==> config.mk <==
export PLATFORM = sky130hd
export DESIGN_NAME = sc_fib_sequencer
export DESIGN_NICKNAME = d
export VERILOG_FILES = /design/src/rtl/sc_fib_sequencer_pkg.sv /design/src/rtl/sc_fib_operand_pair.sv /design/src/rtl/sc_fib_sequencer.sv
export SDC_FILE = /design/constraint.sdc
export NUM_CORES = 1
export LEC_CHECK = 0
export ABC_AREA = 1
export BUFFER_PORTS_ARGS = -buffer_cell sky130_fd_sc_hd__buf_4
export CAP_MARGIN = 20
export CELL_PAD_IN_SITES_DETAIL_PLACEMENT = 1
export CELL_PAD_IN_SITES_GLOBAL_PLACEMENT = 1
export CORE_AREA = 2 2 68 70
export DETAILED_ROUTE_END_ITERATION = 10
export DIE_AREA = 0 0 70 72
export PLACE_DENSITY_LB_ADDON = 0.1
export SETUP_SLACK_MARGIN = 0.4
export SYNTH_ARGS = -nofsm -noshare
export SYNTH_HDL_FRONTEND = slang
export SYNTH_SLANG_ARGS = --single-unit
==> constraint.sdc <==
create_clock -name SC_FibSEQ_CLOCK_50 -period 3.3 [get_ports SC_FibSEQ_CLOCK_50]
set_input_delay 0.33 -clock SC_FibSEQ_CLOCK_50 [delete_from_list [all_inputs] [get_ports SC_FibSEQ_CLOCK_50]]
set_output_delay 0.33 -clock SC_FibSEQ_CLOCK_50 [all_outputs]
set_load 0.03 [all_outputs]
==> src/rtl/sc_fib_sequencer_pkg.sv <==
// rtl/sc_fib_sequencer_pkg.sv - shared widths and FSM state encoding for the Fibonacci sequencer
package sc_fib_sequencer_pkg;

  // Default widths for emitted terms and for the term count / index
  localparam int FibSEQ_DATAWIDTH_DEFAULT = 8;
  localparam int FibSEQ_CNTWIDTH_DEFAULT  = 5;

  // 3-bit state encoding; the remaining codes are unused and recover to IDLE
  typedef enum logic [2:0] {
    IDLE  = 3'd0,
    CLEAR = 3'd1,
    EMIT  = 3'd2,
    STEP  = 3'd3,
    DONE  = 3'd4
  } state_t;

endpackage

==> src/rtl/sc_fib_operand_pair.sv <==
// rtl/sc_fib_operand_pair.sv - A/B operand registers with truncation flags and the widened adder
module sc_fib_operand_pair
  import sc_fib_sequencer_pkg::*;
#(
  parameter int DATAWIDTH = FibSEQ_DATAWIDTH_DEFAULT
) (
  input  logic                 clk,
  input  logic                 rst,
  input  logic                 init,
  input  logic                 step,
  output logic [DATAWIDTH-1:0] a,
  output logic                 a_ovf
);

  localparam logic [DATAWIDTH-1:0] ONE = {{(DATAWIDTH-1){1'b0}}, 1'b1};

  logic [DATAWIDTH-1:0] b;
  logic                 b_ovf;
  logic [DATAWIDTH:0]   sum;

  // One extra bit so the carry out of the term width is visible as truncation
  assign sum = {1'b0, a} + {1'b0, b};

  // Seed the pair with F0/F1 on init, advance one Fibonacci step on step
  always_ff @(posedge clk or posedge rst) begin
    if (rst) begin
      a     <= '0;
      b     <= ONE;
      a_ovf <= 1'b0;
      b_ovf <= 1'b0;
    end else if (init) begin
      a     <= '0;
      b     <= ONE;
      a_ovf <= 1'b0;
      b_ovf <= 1'b0;
    end else if (step) begin
      a     <= b;
      a_ovf <= b_ovf;
      b     <= sum[DATAWIDTH-1:0];
      b_ovf <= b_ovf | a_ovf | sum[DATAWIDTH];
    end
  end

endmodule

==> src/rtl/sc_fib_sequencer.sv <==
// rtl/sc_fib_sequencer.sv - start-triggered Fibonacci term generator driving a downstream result register
module sc_fib_sequencer
  import sc_fib_sequencer_pkg::*;
#(
  parameter int FibSEQ_DATAWIDTH = FibSEQ_DATAWIDTH_DEFAULT,
  parameter int FibSEQ_CNTWIDTH  = FibSEQ_CNTWIDTH_DEFAULT
) (
  input  logic                        SC_FibSEQ_CLOCK_50,
  input  logic                        SC_FibSEQ_RESET_InHigh,
  input  logic                        SC_FibSEQ_start_InLow,
  input  logic [FibSEQ_CNTWIDTH-1:0]  SC_FibSEQ_count_InBUS,
  output logic [FibSEQ_DATAWIDTH-1:0] SC_FibSEQ_data_OutBUS,
  output logic                        SC_FibSEQ_clear_OutLow,
  output logic                        SC_FibSEQ_load_OutLow,
  output logic                        SC_FibSEQ_busy_Out,
  output logic                        SC_FibSEQ_done_Out,
  output logic                        SC_FibSEQ_overflow_Out
);

  localparam logic [FibSEQ_CNTWIDTH-1:0] CNT_ONE = {{(FibSEQ_CNTWIDTH-1){1'b0}}, 1'b1};

  state_t                      state;
  logic [FibSEQ_CNTWIDTH-1:0]  k;
  logic [FibSEQ_CNTWIDTH-1:0]  nreg;
  logic                        ovf_sticky;
  logic                        start_accept;
  logic [FibSEQ_DATAWIDTH-1:0] a;
  logic                        a_ovf;

  // A start is only accepted from IDLE; anything while busy is ignored
  assign start_accept = (state == IDLE) && !SC_FibSEQ_start_InLow;

  sc_fib_operand_pair #(
    .DATAWIDTH (FibSEQ_DATAWIDTH)
  ) u_operand_pair (
    .clk   (SC_FibSEQ_CLOCK_50),
    .rst   (SC_FibSEQ_RESET_InHigh),
    .init  (start_accept),
    .step  (state == STEP),
    .a     (a),
    .a_ovf (a_ovf)
  );

  // Run sequencing: latch N on start, alternate EMIT/STEP until N terms are out, then pulse DONE
  always_ff @(posedge SC_FibSEQ_CLOCK_50 or posedge SC_FibSEQ_RESET_InHigh) begin
    if (SC_FibSEQ_RESET_InHigh) begin
      state      <= IDLE;
      k          <= '0;
      nreg       <= '0;
      ovf_sticky <= 1'b0;
    end else begin
      case (state)
        IDLE: begin
          if (start_accept) begin
            nreg       <= SC_FibSEQ_count_InBUS;
            k          <= '0;
            ovf_sticky <= 1'b0;
            state      <= CLEAR;
          end
        end
        CLEAR: begin
          state <= (nreg != '0) ? EMIT : DONE;
        end
        EMIT: begin
          if (a_ovf) begin
            ovf_sticky <= 1'b1;
          end
          if (k == nreg - CNT_ONE) begin
            state <= DONE;
          end else begin
            k     <= k + CNT_ONE;
            state <= STEP;
          end
        end
        STEP: begin
          state <= EMIT;
        end
        DONE: begin
          state <= IDLE;
        end
        default: begin
          state <= IDLE;
        end
      endcase
    end
  end

  // Strobes come only from registered state, so inputs never reach outputs combinationally;
  // overflow includes the term currently on the bus so it rises in the same EMIT cycle
  assign SC_FibSEQ_data_OutBUS  = a;
  assign SC_FibSEQ_clear_OutLow = (state != CLEAR);
  assign SC_FibSEQ_load_OutLow  = (state != EMIT);
  assign SC_FibSEQ_busy_Out     = (state != IDLE);
  assign SC_FibSEQ_done_Out     = (state == DONE);
  assign SC_FibSEQ_overflow_Out = ovf_sticky | ((state == EMIT) & a_ovf);

endmodule
==> summary.md, run 1 <==
| Metric | Value |
|---|---|
| WP data required | `about 3.5 ns` |
| Max Clk Rate | `roughly 0.56 GHz` |
| Via count | `1,656` |
| Switch Pwr | `around 860 uW` |
| Clock power share | `around 15%` |
| Setup repair after global routing missed its margin | `no` |
| Dpl hpwl | `~3.3 mm` |
| Worst Skew | `between 0.005 and 0.006 ns` |
| MaxCap Viol Count | `0` |
| Worst-path fanout max | `3` |
| Die Wd | `70 um` |
| Relative slew slack | `between 70% and 80%` |
| Final hold slack | `around 0.14 ns` |
| Layout overhead on the synthesized area | `13.6%` |
| Power Density | `roughly 860 mW/mm2` |
| Main synth FF type | `dfrtp_1` |
| Post-Layout Cell Count | `~320` |
| # setup viols final | `0` |
| Pleak | `1.12 nW` |
| Total CTS buffers | `5` |
| Slowest stage cell, crit path | `fa_1` |
| CTS Hold Bufs | `0` |
| Share of post-route cells with drive strength above 1 | `roughly 16%` |
| Cells after Synth | `239` |
| Synthesized Nets | `about 260` |
| GP Congestion | `~0.83` |
| Yosys warnings | `0` |
| Register area share after synthesis | `around two fifths` |
| Fin Setup TNS | `0 ns` |
| Net count, final | `roughly 280` |
| Period utilisation layout | `between 50% and 60%` |
| WS Path Type | `reg -> reg` |
| CTS tree | `built` |
| IO Port Bufs | `20` |
| CTS root buf | `clkbuf_8` |
| Cells along the critical path | `ha_1 -> fa_1 -> nand3_1 -> nand3_1 -> or2_2 -> nand3_1 -> o21ai_1` |
| Post-route setup slack | `between 1.5 and 2 ns` |
| Drt first-iter violations | `49` |
| Pin count of the biggest net entering global routing | `33` |
| Slowest cell delay on critical path | `between 0.4 and 0.5 ns` |
| Post-route minimum period | `1.79 ns` |
| First-pass GRT wire length | `7.49 mm` |
| Outcome | `completed` |
| Worst-Skew Late Latency | `approximately 0.28 ns` |
| CTS clk-pin slew, worst paths | `0.07 ns` |
| Critical Path Start Type | `flop` |
| Internal Power | `between 1 and 1.5 mW` |
| Clock sink total | `32` |
| Site Rows | `24` |
| Drt wl/cell | `between 10 and 15 um` |
| Fin. max-slew vios | `0` |
| Critical Path Start | `u_operand_pair.a[0]` |
| Core Region | `~0.0043 mm2` |
| Avg Inst Size Synth | `between 8 and 9 um2` |
| Sequential share of power | `about a third` |
| N_diodes | `0` |
| Dpl cells | `around 310` |
| RR Startpoint | `u_operand_pair.a[0]` |
| Clock Path Buffers | `2` |
| Drt total wl | `4.37 mm` |
| Post-synthesis cell area | `about 0.0019 mm2` |
| Post-synth EDFFs | `0` |
| Initial antenna violation count | `0` |
| Remaining global-route overflow | `0` |
| # resized after CTS | `0` |
| H-tree depth | `2` |
| HP Class | `in -> async` |
| Post-CTS setup buffer count | `0` |
| VDD IR max | `0.000380 V` |
| Final hold viol count | `0` |
| Gate power share | `about half` |
| Fillers | `approximately 530` |
| CP dominant cell by count | `nand3_1` |
| Async set or reset register ratio after synthesis | `between 90% and 100%` |
| Number of top-level pins | `21` |
| Net switching share of the total power | `between 40 and 50%` |
| CP Capture Type | `flop` |
| Via density | `about 5.3` |
| GRT Total Usage | `19.0%` |
| Yosys reg bits | `32` |
| Worst Path Arrival | `1.97 ns` |
| Die ar. | `0.00504 mm2` |
| Place WS | `roughly 1.5 ns` |
| Vias in the first global route | `approximately 1,600` |
| Placed Area | `0.00209 mm2` |
| Finished Cell Area | `about 0.0022 mm2` |
| First-pass DRT Iterations | `4` |
| DRC violations left | `0` |
| Antenna Nets Post-Route | `0` |
| Yosys cell types | `32` |
| Die Y | `around 70 um` |
| Slew of the pin with the lowest slew margin | `roughly 0.43 ns` |
| Initial core utilization | `between 40% and 50%` |
==> cell usage after synthesis, types with 2 or more instances <==
cell type  count  area (um2)
buf_6          3        33.8
nand3_1       29         145
ha_1          10         125
xor2_1         4        35.0
nand2_1       59         221
inv_1         29         109
o21ai_0       13        65.1
nand4_1        6        37.5
nand2_2        4        25.0
a21oi_1        8        40.0
a31oi_1        2        12.5
or2_2          2        12.5
nor2_2         2        12.5
o21ai_1        2        10.0
dfrtp_1       31         776
xnor2_1        3        26.3
nor2_1        15        56.3
o22ai_1        3        18.8
==> metal layers <==
| metal | up-vias | share of wire [%] | track usage, % | wire length [um] |
|---|---|---|---|---|
| met1 | 798 | 46 | 23.6 | 2000 |
| li1 | 828 | - | - | - |
| met3 | 12 | 2.4 | 4.17 | 106 |
| met2 | 18 | 49 | 32.1 | 2160 |
| met4 | 0 | 2.5 | 8.76 | 110 |
| met5 | - | 0 | 0 | 0 |
==> cell type report <==
type                    instances  area, um2  share of cell area [%]
repair buffers                 21        158                    7.25
flip-flops and latches         32        802                    36.9
clock inverters                 1       5.00                   0.230
clock buffers                   7       76.3                    3.51
multi-input cells             171        947                    43.6
well taps                      52       65.1                    2.99
inverters                      31        121                    5.58
==> critical path, delay by kind of cell (launching register included) <==
family | cells | cell delay, ns
fa+ha+maj | 2 | 0.67
simple gates | 4 | 0.55
flops | 1 | 0.40
compound gates | 1 | 0.06
==> final timing paths <==
| check | to | slack [ns] | cells after the start |
|---|---|---|---|
| setup / recovery | u_operand_pair.b[4] | 1.51 | 7 |
| hold / removal | u_operand_pair.b[1] | 0.14 | 3 |
| setup reg to reg | u_operand_pair.b[4] | 1.51 | 7 |
| hold reg to reg | u_operand_pair.b[7] | 0.52 | 2 |
| max in group asynchronous | u_operand_pair.b[0] | 2.83 | 3 |
| min in group SC_FibSEQ_CLOCK_50 | nreg[3] | 0.28 | 2 |
==> cells by family (layout without fill, tap and decap cells) <==
family,Yosys count,in the layout,share of synthesized area (%)
simple gates,119,119,27.9
fa+ha+maj,11,11,7.58
xor+xnor,7,7,3.20
buf+inv,36,60,8.63
flops,32,32,41.9
mux,1,1,0.784
compound gates,33,33,10.0
==> placed cells by master, fill, tap and decap left out, drive strengths merged <==
cell / count
nand2: 63
inv: 30
a22o: 1
nor2: 17
dfstp: 1
o211ai: 1
xor2: 4
buf: 21
dfrtp: 31
clkinv: 2
nand4: 6
ha: 10
clkbuf: 7
o22ai: 4
a31oi: 2
o21ai: 15
a21oi: 9
nand3: 29
nor3: 1
xnor2: 3
mux2: 1
or2: 2
nor3b: 1
o21a: 1
fa: 1
==> flip-flops by register name (all words and copies together), names as in the netlist <==
| signal | flops |
|---|---|
| ovf_sticky | 1 |
| k | 5 |
| u_operand_pair.b_ovf | 1 |
| nreg | 5 |
| state | 3 |
| u_operand_pair.a_ovf | 1 |
| u_operand_pair.b | 8 |
| u_operand_pair.a | 8 |
==> metrics by stage <==
stage / total power, mW / utilization (%)
after floorplan: 1.37 / -
final: 1.87 / 51.0
after global placement: 1.58 / 49.1
after global routing: 2.05 / 51.0
after CTS: 1.90 / 51.0
after detailed placement: 1.61 / 49.1
==> power by group through the flow <==
stage | clock network (mW) | registers (mW) | logic [mW]
floorplan | 0 | 0.666 | 0.705
global placement | 0 | 0.640 | 0.944
detailed placement | 0 | 0.645 | 0.960
CTS | 0.301 | 0.639 | 0.963
global route | 0.312 | 0.660 | 1.08
finish | 0.288 | 0.637 | 0.948
Power figures use the tool's default switching activity.
==> run 2: changes to the inputs <==
--- a/config.mk
+++ b/config.mk
@@ -10,9 +10,9 @@
 export CAP_MARGIN = 20
 export CELL_PAD_IN_SITES_DETAIL_PLACEMENT = 1
 export CELL_PAD_IN_SITES_GLOBAL_PLACEMENT = 1
-export CORE_AREA = 2 2 68 70
+export CORE_AREA = 2 2 70 72
 export DETAILED_ROUTE_END_ITERATION = 10
-export DIE_AREA = 0 0 70 72
+export DIE_AREA = 0 0 72 74
 export PLACE_DENSITY_LB_ADDON = 0.1
 export SETUP_SLACK_MARGIN = 0.4
 export SYNTH_ARGS = -nofsm -noshare
==> constraint.sdc (replaced) <==
create_clock -name SC_FibSEQ_CLOCK_50 -period 1.8 [get_ports SC_FibSEQ_CLOCK_50]
set_input_delay 0.18 -clock SC_FibSEQ_CLOCK_50 [delete_from_list [all_inputs] [get_ports SC_FibSEQ_CLOCK_50]]
set_output_delay 0.18 -clock SC_FibSEQ_CLOCK_50 [all_outputs]
set_load 0.03 [all_outputs]
==> run 2 against run 1 <==
The run now ends with negative hold slack left. Clock power is 100% higher. Via count is 10% higher. Final cell count is 11% higher. Setup slack worse by 1.4 ns. Non-clock buffer count is 32 higher. Global-route usage is 1.8 points higher. Sequential power is 92% higher. Critical path type unchanged. Critical endpoint is now k[2].
==> summary.md, run 2 (synthesized netlist as in run 1, its figures left out) <==
| Metric | Value |
|---|---|
| Dpl hpwl | `3.51 mm (+5.0%)` |
| Power Density | `1650 mW/mm2 (+92%)` |
| GRT Total Usage | `20.8% (+1.8 points)` |
| Fin. max-slew vios | `0 (unchanged)` |
| Vias in the first global route | `1,773 (+8.9%)` |
| Outcome | `finished with violations` |
| Initial core utilization | `41.6% (-3.3 points)` |
| Number of top-level pins | `21 (unchanged)` |
| Final hold slack | `-0.0132 ns (-0.156 ns)` |
| First-pass GRT wire length | `8.46 mm (+13%)` |
| Commonest non-fill, non-tap cells in the layout | `nand2_1 (56), buf_4 (42), dfrtp_1 (25)` |
| Pin count of the biggest net entering global routing | `33 (unchanged)` |
| GP Congestion | `0.789 (-5.1%)` |
| Relative slew slack | `72.0% (+0.83 points)` |
| WP data required | `1.97 ns (-1.50 ns)` |
| Pleak | `1.31 nW (+16%)` |
| Met1 Resource Use GR | `26.4% (+2.8 points)` |
| Net count, final | `314 (+12%)` |
| Total power | `4.49 mW (+140%)` |
| Grt met3 use | `3.66% (-0.51 points)` |
| Via count | `1,828 (+10%)` |
| Die Wd | `72 um (+2.9%)` |
| MaxCap Viol Count | `0 (unchanged)` |
| Placed Area | `0.00221 mm2 (+5.4%)` |
| Failing checks | `negative hold slack` |
| CTS tree | `built` |
| Final hold viol count | `25 (+25)` |
| Worst Skew | `0.00419 ns (-0.00123 ns)` |
| Worst-Skew Late Latency | `0.28 ns (about the same)` |
| Clock Path Buffers | `2 (unchanged)` |
| Critical Path Start Type | `flop` |
| CP Capture Type | `flop` |
| Post-route minimum period | `1.66 ns (-0.131 ns)` |
| Core Region | `0.00460 mm2 (+7.8%)` |
| Most common cell after layout, fill and taps aside | `nand2_1` |
| Period utilisation layout | `92.3% (+38 points)` |
| Worst Reg-to-Reg Cells | `8 (+1)` |
| Drt wl/cell | `16.1 um (+16%)` |
| Via density | `5.22 (-0.65%)` |
| Clock sink total | `32 (unchanged)` |
| Drt total wl | `5.65 mm (+29%)` |
| CTS Hold Bufs | `0 (unchanged)` |
| Drt first-iter violations | `80 (+63%)` |
| WS Path Type | `reg -> reg` |
| Share of post-route cells with drive strength above 1 | `39.5% (+24 points)` |
| Die ar. | `0.00533 mm2 (+5.7%)` |
| Fin Setup TNS | `0 ns (unchanged)` |
| Worst Path Arrival | `1.84 ns (-0.13 ns)` |
| Remaining global-route overflow | `0 (unchanged)` |
| Total CTS buffers | `5 (unchanged)` |
| # setup viols final | `0 (unchanged)` |
| DRC violations left | `0 (unchanged)` |
| Layout overhead on the synthesized area | `41.6%` |
| Met2 Use GR | `36.2% (+4.2 points)` |
| H-tree depth | `2 (unchanged)` |
| HP Class | `in -> async` |
| N_diodes | `0 (unchanged)` |
| VDD IR max | `0.000784 V (+110%)` |
| Worst-path fanout max | `5 (+2)` |
| First-pass DRT Iterations | `5 (+1)` |
| Site Rows | `25 (+4.2%)` |
| Initial antenna violation count | `0 (unchanged)` |
| CTS root buf | `clkbuf_8` |
| Grt peak-use layer | `met2` |
| Max Clk Rate | `0.602 GHz (+7.9%)` |
| IO Port Bufs | `20 (unchanged)` |
| Finished Cell Area | `0.00271 mm2 (+25%)` |
| CTS clk-pin slew, worst paths | `0.07 ns (about the same)` |
| Slew of the pin with the lowest slew margin | `0.420 ns (-0.0109 ns)` |
| Die Y | `74 um (+2.8%)` |
| Antenna Nets Post-Route | `0 (unchanged)` |
| Setup repair after global routing missed its margin | `yes` |
| Biggest regs | `u_operand_pair.a: 8 flops, u_operand_pair.b: 8 flops` |
run 2: cell types whose count changed in the layout (fill, tap and decap cells not counted), sizes merged:
cell and delta:
buf +32, clkbuf +1, clkinv -1, nand2 +1
run 2: final cells by class:
cell class	count	area, um2
Clock buffer	8	90.1
Timing Repair Buffer	53	439
Tap cell	54	67.6
Multi-Input combinational cell	172	1180
Sequential cell	32	810
Inverter	31	126
Fill cell	561	1890
run 2: final timing paths:
check	from	endpoint	slack, ns
min	SC_FibSEQ_RESET_InHigh	state[1]	-0.01
min reg2reg	u_operand_pair.a[5]	u_operand_pair.a[5]	0.53
max in group asynchronous	SC_FibSEQ_RESET_InHigh	u_operand_pair.b[0]	1.48
max	nreg[0]	k[2]	0.14
max reg2reg	nreg[0]	k[2]	0.14
min in group SC_FibSEQ_CLOCK_50	SC_FibSEQ_count_InBUS[3]	nreg[3]	0.14
run 2: worst max-delay path: stages (launching register included):
cell     delay [ns]
dfrtp_1        0.37
inv_2          0.06
ha_4           0.25
xor2_1         0.16
nand2_1        0.08
nor2_2         0.11
nand4_1        0.24
nand3_1        0.21
nand2_1        0.06
run 2: routing by layer:
layer	up-vias	part of all wire, %
li1	897	-
met1	908	43
met2	15	53
met3	8	1.8
met4	0	1.4
met5	-	0
run 2: power by group:
part	internal (mW)	leakage, nW	switching (mW)
logic	1.20	0.860	1.48
registers	0.972	0.402	0.253
clock network	0.312	0.0455	0.269
total	2.49	1.31	2.00
run 2: stage by stage:
stage	instances	utilization (%)	setup WS [ns]
2_1_floorplan	239	-	0.175
3_3_place_gp	312	48.0	0.169
3_5_place_dp	312	48.0	0.169
4_1_cts	335	54.9	0.222
5_1_grt	350	59.0	0.0551
6_report	350	59.0	0.138
run 2: what timing repair did:
item,in CTS,in global routing
endpoints found under the setup margin,34,34
gates cloned,0,1
pin swaps,15,17
resized for setup,29,23
setup buffers,15,14
